`src/rtl/ifetch_pkg.sv`:
```
// Shared width defaults and FSM state encoding for the instruction fetch unit.
package ifetch_pkg;

   localparam int unsigned IFETCH_PC_WIDTH    = 4;
   localparam int unsigned IFETCH_INSTR_WIDTH = 16;
   localparam int unsigned IFETCH_FIFO_DEPTH  = 2;

   typedef enum logic [1:0] {
      StIdle   = 2'd0,
      StIssue  = 2'd1,
      StSettle = 2'd2
   } ifetch_state_e;

endpackage

```
`src/rtl/ifetch_fifo.sv`:
```
// Synchronous FIFO with push/pop/count and a clear that wins over push and pop.
// DEPTH must be a power of two (>= 2) so the pointers wrap by natural overflow.
module ifetch_fifo
   import ifetch_pkg::*;
#(
   parameter int unsigned WIDTH = IFETCH_PC_WIDTH + IFETCH_INSTR_WIDTH,
   parameter int unsigned DEPTH = IFETCH_FIFO_DEPTH,
   localparam int unsigned PTR_W = $clog2(DEPTH),
   localparam int unsigned CNT_W = PTR_W + 1
) (
   input  logic             clk,
   input  logic             reset,
   input  logic             clear,
   input  logic             push,
   input  logic [WIDTH-1:0] wdata,
   input  logic             pop,
   output logic             valid,
   output logic [WIDTH-1:0] rdata,
   output logic [CNT_W-1:0] count
);

   logic [WIDTH-1:0] mem_q [DEPTH];
   logic [PTR_W-1:0] wr_ptr_q, rd_ptr_q;
   logic [CNT_W-1:0] count_q;
   logic             full, do_push, do_pop;

   assign valid   = (count_q != '0);
   assign full    = (count_q == CNT_W'(DEPTH));
   assign do_pop  = pop && valid;
   assign do_push = push && (!full || do_pop);

   always_ff @(posedge clk) begin
      if (reset) begin
         for (int i = 0; i < DEPTH; i++) begin
            mem_q[i] <= '0;
         end
         wr_ptr_q <= '0;
         rd_ptr_q <= '0;
         count_q  <= '0;
      end else if (clear) begin
         wr_ptr_q <= '0;
         rd_ptr_q <= '0;
         count_q  <= '0;
      end else begin
         if (do_push) begin
            mem_q[wr_ptr_q] <= wdata;
            wr_ptr_q        <= wr_ptr_q + 1'b1;
         end
         if (do_pop) begin
            rd_ptr_q <= rd_ptr_q + 1'b1;
         end
         if (do_push && !do_pop) begin
            count_q <= count_q + 1'b1;
         end else if (!do_push && do_pop) begin
            count_q <= count_q - 1'b1;
         end
      end
   end

   assign rdata = mem_q[rd_ptr_q];
   assign count = count_q;

endmodule

```
`src/rtl/instruction_fetch_unit.sv`:
```
// Fetches the instruction at pc_in over a req/ack bus and queues {pc, instr} pairs for decode.
// Define IFETCH_FLUSH_EN to add a flush input that empties the queue and drops an in-flight fetch.
module instruction_fetch_unit
   import ifetch_pkg::*;
#(
   parameter int unsigned PC_WIDTH    = IFETCH_PC_WIDTH,
   parameter int unsigned INSTR_WIDTH = IFETCH_INSTR_WIDTH,
   parameter int unsigned FIFO_DEPTH  = IFETCH_FIFO_DEPTH
) (
   input  logic                   clk,
   input  logic                   reset,
`ifdef IFETCH_FLUSH_EN
   input  logic                   flush,
`endif
   input  logic [PC_WIDTH-1:0]    pc_in,
   output logic                   pc_advance,
   output logic                   mem_req,
   output logic [PC_WIDTH-1:0]    mem_addr,
   input  logic                   mem_ack,
   input  logic [INSTR_WIDTH-1:0] mem_rdata,
   output logic                   inst_valid,
   input  logic                   inst_ready,
   output logic [INSTR_WIDTH-1:0] inst_data,
   output logic [PC_WIDTH-1:0]    inst_pc
);

   localparam int unsigned ENTRY_W = PC_WIDTH + INSTR_WIDTH;
   localparam int unsigned CNT_W   = $clog2(FIFO_DEPTH) + 1;

   ifetch_state_e       state_q, state_d;
   logic [PC_WIDTH-1:0] addr_q, addr_d;
   logic                drop_q, drop_d;
   logic                flush_int, discard, space, push;
   logic [CNT_W-1:0]    fifo_count;
   logic [ENTRY_W-1:0]  head;

`ifdef IFETCH_FLUSH_EN
   assign flush_int = flush;
`else
   assign flush_int = 1'b0;
`endif

   // A flushed fetch still has to complete on the bus; its data is thrown away.
   assign discard = drop_q || flush_int;
   assign space   = (fifo_count < CNT_W'(FIFO_DEPTH));

   always_comb begin
      state_d    = state_q;
      addr_d     = addr_q;
      drop_d     = drop_q;
      push       = 1'b0;
      pc_advance = 1'b0;
      unique case (state_q)
         StIdle, StSettle: begin
            if (space) begin
               state_d = StIssue;
               addr_d  = pc_in;
            end else begin
               state_d = StIdle;
            end
         end
         StIssue: begin
            if (flush_int) begin
               drop_d = 1'b1;
            end
            if (mem_ack) begin
               state_d    = StSettle;
               drop_d     = 1'b0;
               push       = !discard && !reset;
               pc_advance = !discard && !reset;
            end
         end
         default: state_d = StIdle;
      endcase
   end

   always_ff @(posedge clk) begin
      if (reset) begin
         state_q <= StIdle;
         addr_q  <= '0;
         drop_q  <= 1'b0;
      end else begin
         state_q <= state_d;
         addr_q  <= addr_d;
         drop_q  <= drop_d;
      end
   end

   assign mem_req  = (state_q == StIssue);
   assign mem_addr = addr_q;

   ifetch_fifo #(
      .WIDTH (ENTRY_W),
      .DEPTH (FIFO_DEPTH)
   ) u_fifo (
      .clk   (clk),
      .reset (reset),
      .clear (flush_int),
      .push  (push),
      .wdata ({addr_q, mem_rdata}),
      .pop   (inst_ready),
      .valid (inst_valid),
      .rdata (head),
      .count (fifo_count)
   );

   assign inst_pc   = head[ENTRY_W-1 -: PC_WIDTH];
   assign inst_data = head[INSTR_WIDTH-1:0];

endmodule
```
`config.mk`:
```
export PLATFORM = sky130hd
export DESIGN_NAME = instruction_fetch_unit
export DESIGN_NICKNAME = d
export VERILOG_FILES = /design/src/rtl/ifetch_pkg.sv /design/src/rtl/ifetch_fifo.sv /design/src/rtl/instruction_fetch_unit.sv
export SDC_FILE = /design/constraint.sdc
export NUM_CORES = 1
export LEC_CHECK = 0
export CAP_MARGIN = 20
export CORE_UTILIZATION = 45
export DETAILED_ROUTE_END_ITERATION = 6
export PLACE_DENSITY = 0.88
export SLEW_MARGIN = 20
export SYNTH_ARGS = -nofsm -noshare
export SYNTH_HDL_FRONTEND = slang
export SYNTH_HIERARCHICAL = 1
export SYNTH_SLANG_ARGS = --single-unit
```
`constraint.sdc`:
```
create_clock -name clk -period 1.8 [get_ports clk]
set_input_delay 0.36 -clock clk [delete_from_list [all_inputs] [get_ports clk]]
set_output_delay 0.36 -clock clk [all_outputs]
set_load 0.005 [all_outputs]
```
After elaboration in Yosys (flattened, before gate mapping). Memory sizes are Yosys's and may differ from the RTL's. A register that Yosys moved wholly into a read port is not among the register bits. Cells that the tools add are included.

Register bits after elaboration: 10. Memory bits (writable): 40. Output and inout port bits: 27. Memories: 1.

Memory list: u_fifo.mem_q (words 2, bits a word 20, read ports 1, clocked after Yosys merged registers in 1, wr ports 2, RTL line ifetch_fifo.sv:22) `logic [WIDTH-1:0] mem_q [DEPTH];`.

Add/subtract/negate cells: 4. Order comparisons: 1. Eq/ne operators: 4. Muxes and demuxes: 17. Reductions and logical operators: 15.

Operators by type and width (count): 20-bit 2-to-1 mux (1); 20-bit OR reduction (1); 1-bit 2-to-1 mux (12); 2-bit 2-to-1 mux (3); 2-bit == test (second input constant) (2); 1-bit logical AND (4); 1-bit logical NOT (4); 2-bit one-hot mux with 2 select lines (1); 2-bit nonzero test (2); 1-bit adder (second input constant) (2); 2-bit by 1-bit adder with 2-bit output (second input constant) (1); 2-bit by 1-bit == test with 1-bit output (second input constant) (1); 2-bit logical NOT (1); 2-bit < comparator (second input constant) (1); 2-bit by 1-bit != test with 1-bit output (second input constant) (1); 2-bit AND reduction (1); 2-bit OR reduction (1); 2-bit by 1-bit subtractor with 2-bit output (second input constant) (1); 1-bit logical OR (1).

Logic depth before layout (Yosys ltp). Gate-level depths: netlist of the first run.

Depth after elaboration: 9. Depth in mapped cells: 7. Gate-level depth less buffers: 7.

Modules after synthesis. Netlist of the first run, hierarchy kept.

Modules (own cells, without submodules): ifetch_fifo (instances 1, cells each 132, area each 1986.9 µm², sequential area each 1301.2 µm²); instruction_fetch_unit (instances 1, cells each 25, area each 241.5 µm², sequential area each 120.1 µm²).

Worst setup path after synthesis of the first run. OpenSTA, ideal clock, no wires.

Kind: reg2reg. Start: reg state_q[0]. End: reg u_fifo.count_q[1], in the netlist u_fifo/count[1]. Library setup time: 0.076 ns. Arrival: 1.702 ns. Setup slack: 0.023 ns. Stages on the path, launching flop included: 7. Buffers on the path: 0. Clock period less this slack: 1.777 ns. Path through: dfxtp_1 -> and2b_2 -> and3b_1 -> nor2b_1 -> ha_1 -> or3_1 -> a21boi_0.

Cells in the longest elaborated chain, start to end: 6. Elaborated cells on any way between the ends: 8. Those cells by class: eq/ne: 1; mux: 2; reduce/logical: 5.

Ends and longest elaborated chain: from (decl) (RTL line instruction_fetch_unit.sv:30) `ifetch_state_e state_q, state_d;`; from (signal assigned) (RTL line instruction_fetch_unit.sv:79) `state_q <= StIdle;`; from (signal assigned) (RTL line instruction_fetch_unit.sv:83) `state_q <= state_d;`; 2-bit by 1-bit == test with 1-bit output *; net mem_req (RTL line instruction_fetch_unit.sv:17) `output logic mem_req,`; 1-bit 2-to-1 mux * (RTL line instruction_fetch_unit.sv:53) `unique case (state_q)`; net pc_advance (RTL line instruction_fetch_unit.sv:16) `output logic pc_advance,`; 1-bit logical AND * (RTL line ifetch_fifo.sv:30) `assign do_push = push && (!full || do_pop);`; net u_fifo.do_push (RTL line ifetch_fifo.sv:25) `logic full, do_push, do_pop;`; 1-bit logical NOT (RTL line ifetch_fifo.sv:54) `end else if (!do_push && do_pop) begin`; 1-bit logical AND (RTL line ifetch_fifo.sv:54); 2-bit nonzero test (no source line); to (signal assigned) (RTL line ifetch_fifo.sv:53) `count_q <= count_q + 1'b1;`; to (signal assigned) (RTL line ifetch_fifo.sv:55) `count_q <= count_q - 1'b1;`; to (decl) (RTL line ifetch_fifo.sv:24) `logic [CNT_W-1:0] count_q;`.

Mark *: on every way through the listed nets, which the timed path passes. The rest lies on a longest branch. A chain may end at the register's enable or synchronous reset.

==> flow_summary.toml, run 1 <==
[timing]
fin_crit_ns = 1.76
setup_viol = 0
grt_setup_unrepaired = "true"
whs_ns = 0.490
drv_slew = 0
fin_crit_sh_pct = 97.8
setup_tns_ns = 0
fmax_ghz = 0.568
hold_viol = 0
finalClockSkew_ns = 0.00598

[route]
totalWireLength_um = 3930
drt-initial-drc-count = 47
drc = 0
first_pass_iters = 4
ant_nets = 0
wl_per_cell_um = 13.2
vias = 1416
avgViaCountPerCell = 4.75

[grt]
use_met1_pct = 18.0
met3_usage_pct = 3.33
grt_usage_pct = 15.7
grt_pass1_wl_um = 6170
antenna_found_initial = 0
gr-max-usage-layer = "met2"
grt_overflow = 0
grt_use_met2_pct = 28.7
grt_pass1_vias = 1423
grt_max_degree = 22

[layout]
multi_input_area_um2 = 817
drive_gt1_share_pct = 34.2
fillers = 393
nNetsFinal = 255
final_util_pct = 65.6
antenna_cells = 0
final_area_mm2 = 0.00312
area.growth.synth_to_final_pct = 40.0
register_area_mm2 = 0.00143

[worst_setup_path]
slowest_delay_ns = 0.42
worst_path_max_delay_cell = "dfxtp_4"
worstSetupStartpointType = "flop"
worst_setup_path_end_kind = "output pin"
critical_path.cell_chain = "clkbuf_16 -> mux2_2 -> clkdlybuf4s15_1"
cp.required_ns = 1.44
crit_type = "reg -> out"
path_max_fanout = 5
cp.arrival_ns = 1.40

[clock_tree]
cts_buffers = 5
cts-root-buf = "clkbuf_8"
cts_tree = "yes"
cts_hold_buf = 0
clk_pin_slew_ns = 0.09
clock-sinks = 51
clockBufferDepth = 2
cts_max_level = 2
clkLatencyLatePin_ns = 0.30

[yosys]
mappedNetlistArea_mm2 = 0.00223
synth_top_cell_area_share_pct = 53.9
ys_seq_elements = 51
synthesis.instances = 157
yosysMostFrequentCell = "edfxtp_1"
ys_types = 25
synth.avg_cell_area_um2 = 14.2
yosysTopAreaCell = "edfxtp_1"
synth_commonest_cells = "40 x edfxtp_1, 21 x and2_1, 20 x mux2_2"
async_flop_share_pct = 0
synth_edf_count = 40
synth-main-ff-cell = "edfxtp_1"
synth_area_leaders = "edfxtp_1 54%, mux2_2 10%, dfxtp_1 9.9%"
ys_warn_count = 6
ys_seq_area_share_pct = 63.8

[pwr]
p_per_area_mw_per_mm2 = 720
p_sw_mw = 0.488
p_int_mw = 1.76
pwr-share-comb_pct = 12.1
power_mw = 2.25
leakagePower_nw = 1.24
p_sw_share_pct = 21.7
ir_worst_vdd_v = 0.000361
p_clk_share_pct = 28.5
seqPwrFrac_pct = 59.4

[floorplan]
start_util_pct = 46.9
rows = 25
ios = 51
die_w_um = 72.4
dieArea_mm2 = 0.00524
die_y_um = 72.4
core_area_mm2 = 0.00475

[run_status]
status = "complete, no violations"

[place]
io_buffers = 50
dp_hpwl_um = 2570
placedInstanceArea_mm2 = 0.00294
place_congestion = 0.702

[flow_run]
drv_cap = 0

[hold_path]
holdCritPathClass = "in -> reg"
-- critical path: cells and delay by family, from the launching register on --
| kind | cells | cell delay, ns |
|---|---|---|
| buffers and inverters | 2 | 0.36 |
| muxes | 1 | 0.32 |
| DFF | 1 | 0.42 |
-- power by group through the flow --
stage,sequential (mW),clock (mW),combinational [mW]
3_5_place_dp,1.36,0,0.278
6_report,1.33,0.640,0.271
4_1_cts,1.33,0.652,0.269
2_1_floorplan,1.36,0,0.0923
5_1_grt,1.34,0.701,0.295
3_3_place_gp,1.36,0,0.273
-- placed cells by master (no fill, tap or decap), types with 2 or more instances in the layout --
cell type,n
clkinvlp_4,2
clkbuf_8,5
or3b_1,5
a21oi_1,4
dlymetal6s2s_1,2
buf_12,3
and2_1,21
edfxtp_1,40
o21ai_0,6
or2_2,3
and2_2,19
xor2_1,3
clkdlybuf4s50_1,25
conb_1,5
dlygate4sd2_1,2
dfxtp_1,9
clkdlybuf4s15_1,19
mux2_2,19
nor2_1,2
nor3_1,4
buf_4,13
-- repair_timing --
| action | in CTS | in global routing |
|---|---|---|
| setup endpoints to repair | 22 | 41 |
| resized for setup | 43 | 20 |
| pin swaps | 2 | 3 |
| gates cloned | 1 | 1 |
| setup buffers | 2 | 2 |
-- state kept, by name, indices dropped and copies added, names as in the netlist, named ones only --
signal and count:
u_fifo/mem_q 40, mem_addr 4, u_fifo/rd_ptr_q 1, u_fifo/wr_ptr_q 1, u_fifo/count 2, state_q 2
-- cell type report --
type	count	area share [%]
multi-input combinational	104	26.2
timing repair buffer	68	22.5
tap	67	2.69
clock inverter	3	0.642
clock buffer	5	2.21
sequential	51	45.7
-- stage by stage --
step | instances | worst slack [ns]
6_report | 298 | 0.0404
5_1_grt | 298 | -0.0564
4_1_cts | 296 | -0.0817
3_5_place_dp | 286 | -0.389
3_3_place_gp | 286 | -0.290
2_1_floorplan | 161 | 0.0226
-- kinds of logic (layout without fill, tap and decap cells) --
kind of cell,after synthesis,in the layout,synth area share [%]
adders and majority gates,1,1,0.561
DFF,51,51,63.8
other,1,5,0.168
and+or+nand+nor,62,62,19.8
xor gates and xnor gates,3,3,1.18
AOI/OAI and AO/OA,13,13,3.26
muxes,20,20,10.1
buffers and inverters,6,76,1.18
-- routing by layer --
| layer | wire, um | vias to the layer above | share of wire, % |
|---|---|---|---|
| li1 | - | 704 | - |
| met1 | 1700 | 671 | 43 |
| met2 | 2030 | 36 | 52 |
| met3 | 164 | 5 | 4.2 |
| met4 | 38 | 0 | 0.97 |
| met5 | 0 | - | 0 |
-- path summary, 6_finish.rpt --
kind	slack (ns)	cells past startpoint	endpoint	start
max reg2reg	0.06	7	u_fifo/count[1]	state_q[1]
min reg2reg	0.50	2	mem_addr[1]	mem_addr[1]
max	0.04	3	inst_pc[1]	flop
min	0.49	2	state_q[1]	mem_ack
Note: power is estimated with default switching activity, not from simulation.
==> run 2: changes to the inputs <==
Settings changed: CORE_UTILIZATION 45 to 53, GPL_TIMING_DRIVEN set to 0, PLACE_DENSITY 0.88 to 0.95, TNS_END_PERCENT set to 5.
Clock period 1.8 ns to 2.1 ns, I/O delays scaled along.
==> flow_summary.toml, run 2 (synthesized netlist as in run 1, its figures left out) <==
[pwr]
leakagePower_nw = 1.11
p_sw_mw = 0.389
p_int_mw = 1.49
seqPwrFrac_pct = 61.3
pwr-share-comb_pct = 10.9
p_per_area_mw_per_mm2 = 647
p_clk_share_pct = 27.8
p_sw_share_pct = 20.7
power_mw = 1.87
ir_worst_vdd_v = 0.000569

[worst_setup_path]
worst_path_max_delay_cell = "clkdlybuf4s50_1"
cp.required_ns = 1.68
cp-endpoint = "pc_advance"
r2r-start = "state_q[0]"
reg2reg_slack_ns = 0.17
startpoint = "reset"
ff2ff_path_depth = 6
path_max_fanout = 15
critical_path.cell_chain = "dlygate4sd2_1 -> and3b_1 -> clkdlybuf4s50_1"
cp.arrival_ns = 1.65
slowest_delay_ns = 0.52
worst_setup_path_end_kind = "output pin"
r2r_end = "u_fifo/count[1]"
crit_type = "in -> out"
worstSetupStartpointType = "input port"

[timing]
setup_viol = 0
fmax_ghz = 0.483
finalClockSkew_ns = 0.00466
maxSlewHeadroom_pct = 66.2
hold_viol = 0
fin_crit_ns = 2.07
setup_tns_ns = 0
whs_ns = 0.513
fin_crit_sh_pct = 98.5
tightest_slew_ns = 0.507
drv_slew = 0
grt_setup_unrepaired = "true"

[place]
io_buffers = 50
place_congestion = 0.745
place_inst = 261
dp_hpwl_um = 2600

[layout]
largest-register = "u_fifo/mem_q"
drive_gt1_share_pct = 26.9
final_cell_mix = "49 x clkdlybuf4s50_1, 40 x edfxtp_1, 21 x and2_1"
nNetsFinal = 243
antenna_cells = 0
largest_reg_flops = 40
fin_cells = 269
area.growth.synth_to_final_pct = 30.1
layout_commonest_cell = "clkdlybuf4s50_1"

[route]
drt-initial-drc-count = 107
drc = 0
totalWireLength_um = 3660
avgViaCountPerCell = 5.10
first_pass_iters = 4
wl_per_cell_um = 13.6
ant_nets = 0
vias = 1372

[clock_tree]
cts_hold_buf = 0
cts_buffers = 5
clk_pin_slew_ns = 0.08
cts-root-buf = "clkbuf_8"
clkLatencyLatePin_ns = 0.29
clock-sinks = 51
cts_max_level = 2
clockBufferDepth = 2
cts_tree = "yes"

[floorplan]
start_util_pct = 55.3
die_y_um = 66.8
dieArea_mm2 = 0.00447
core_area_mm2 = 0.00403
ios = 51
die_w_um = 66.8
rows = 23

[grt]
grt_pass1_wl_um = 5930
grt_usage_pct = 18.3
grt_pass1_vias = 1334
grt_overflow = 0
antenna_found_initial = 0
grt_max_degree = 21

[hold_path]
holdCritPathClass = "reg -> reg"

[flow_run]
drv_cap = 0

[run_status]
status = "complete, no violations"
-- run 2: repair_timing --
action                                  CTS  global route
gates cloned                              0             0
resized for setup                         6             3
endpoints found under the setup margin   63            62
pin swaps                                 0             0
setup buffers                             0             0
hold endpoints to repair                  0             0
-- run 2: power by group through the flow --
stage	registers [mW]	clock network, mW	logic [mW]
final	1.15	0.521	0.204
after global routing	1.16	0.576	0.224
after CTS	1.15	0.532	0.206
after detailed placement	1.17	0	0.204
after global placement	1.17	0	0.200
after floorplan	1.17	0	0.0792
-- run 2: cell type report --
| class | instances | area (um2) |
|---|---|---|
| clock inverters | 3 | 15.0 |
| plain buffers | 6 | 33.8 |
| flip-flops and latches | 51 | 1420 |
| repair buffers | 50 | 499 |
| multi-input cells | 104 | 796 |
| clock buffers | 5 | 68.8 |
| well taps | 50 | 62.6 |
| fillers | 286 | 1130 |
-- run 2: routing by layer --
| metal | up-vias | share of wire [%] | routed length (um) | global-route usage (%) |
|---|---|---|---|---|
| met1 | 641 | 42 | 1540 | 21.4 |
| met5 | - | 0 | 0 | 0 |
| met2 | 45 | 50 | 1810 | 30.9 |
| li1 | 680 | - | - | - |
| met3 | 6 | 7.1 | 261 | 6.68 |
| met4 | 0 | 1.1 | 40 | 6.12 |
-- run 2: critical path: cells and delay by family --
family                 cells  cell delay (ns)
buffers and inverters      2             0.90
AND/OR/NAND/NOR            1             0.33
-- run 2: how the worst min path moves through the flow --
stage / startpoint / to / slack (ns) / depth (start not counted)
after CTS: mem_addr[0] / mem_addr[0] / 0.51 / 2
after floorplan: mem_addr[0] / mem_addr[0] / 0.48 / 2
final: mem_addr[3] / mem_addr[3] / 0.51 / 2
after detailed placement: mem_addr[0] / mem_addr[0] / 0.50 / 2
after global routing: mem_addr[3] / mem_addr[3] / 0.55 / 2
after global placement: mem_addr[0] / mem_addr[0] / 0.48 / 2
-- run 2: metrics by stage --
stage	instance area [um2]	util, %	worst slack, ns
floorplan	2240	-	0.323
global placement	2810	69.7	-0.494
detailed placement	2810	69.7	-0.559
CTS	2900	71.9	-0.0104
global route	2900	72.0	-0.0521
finish	2900	72.0	0.0306
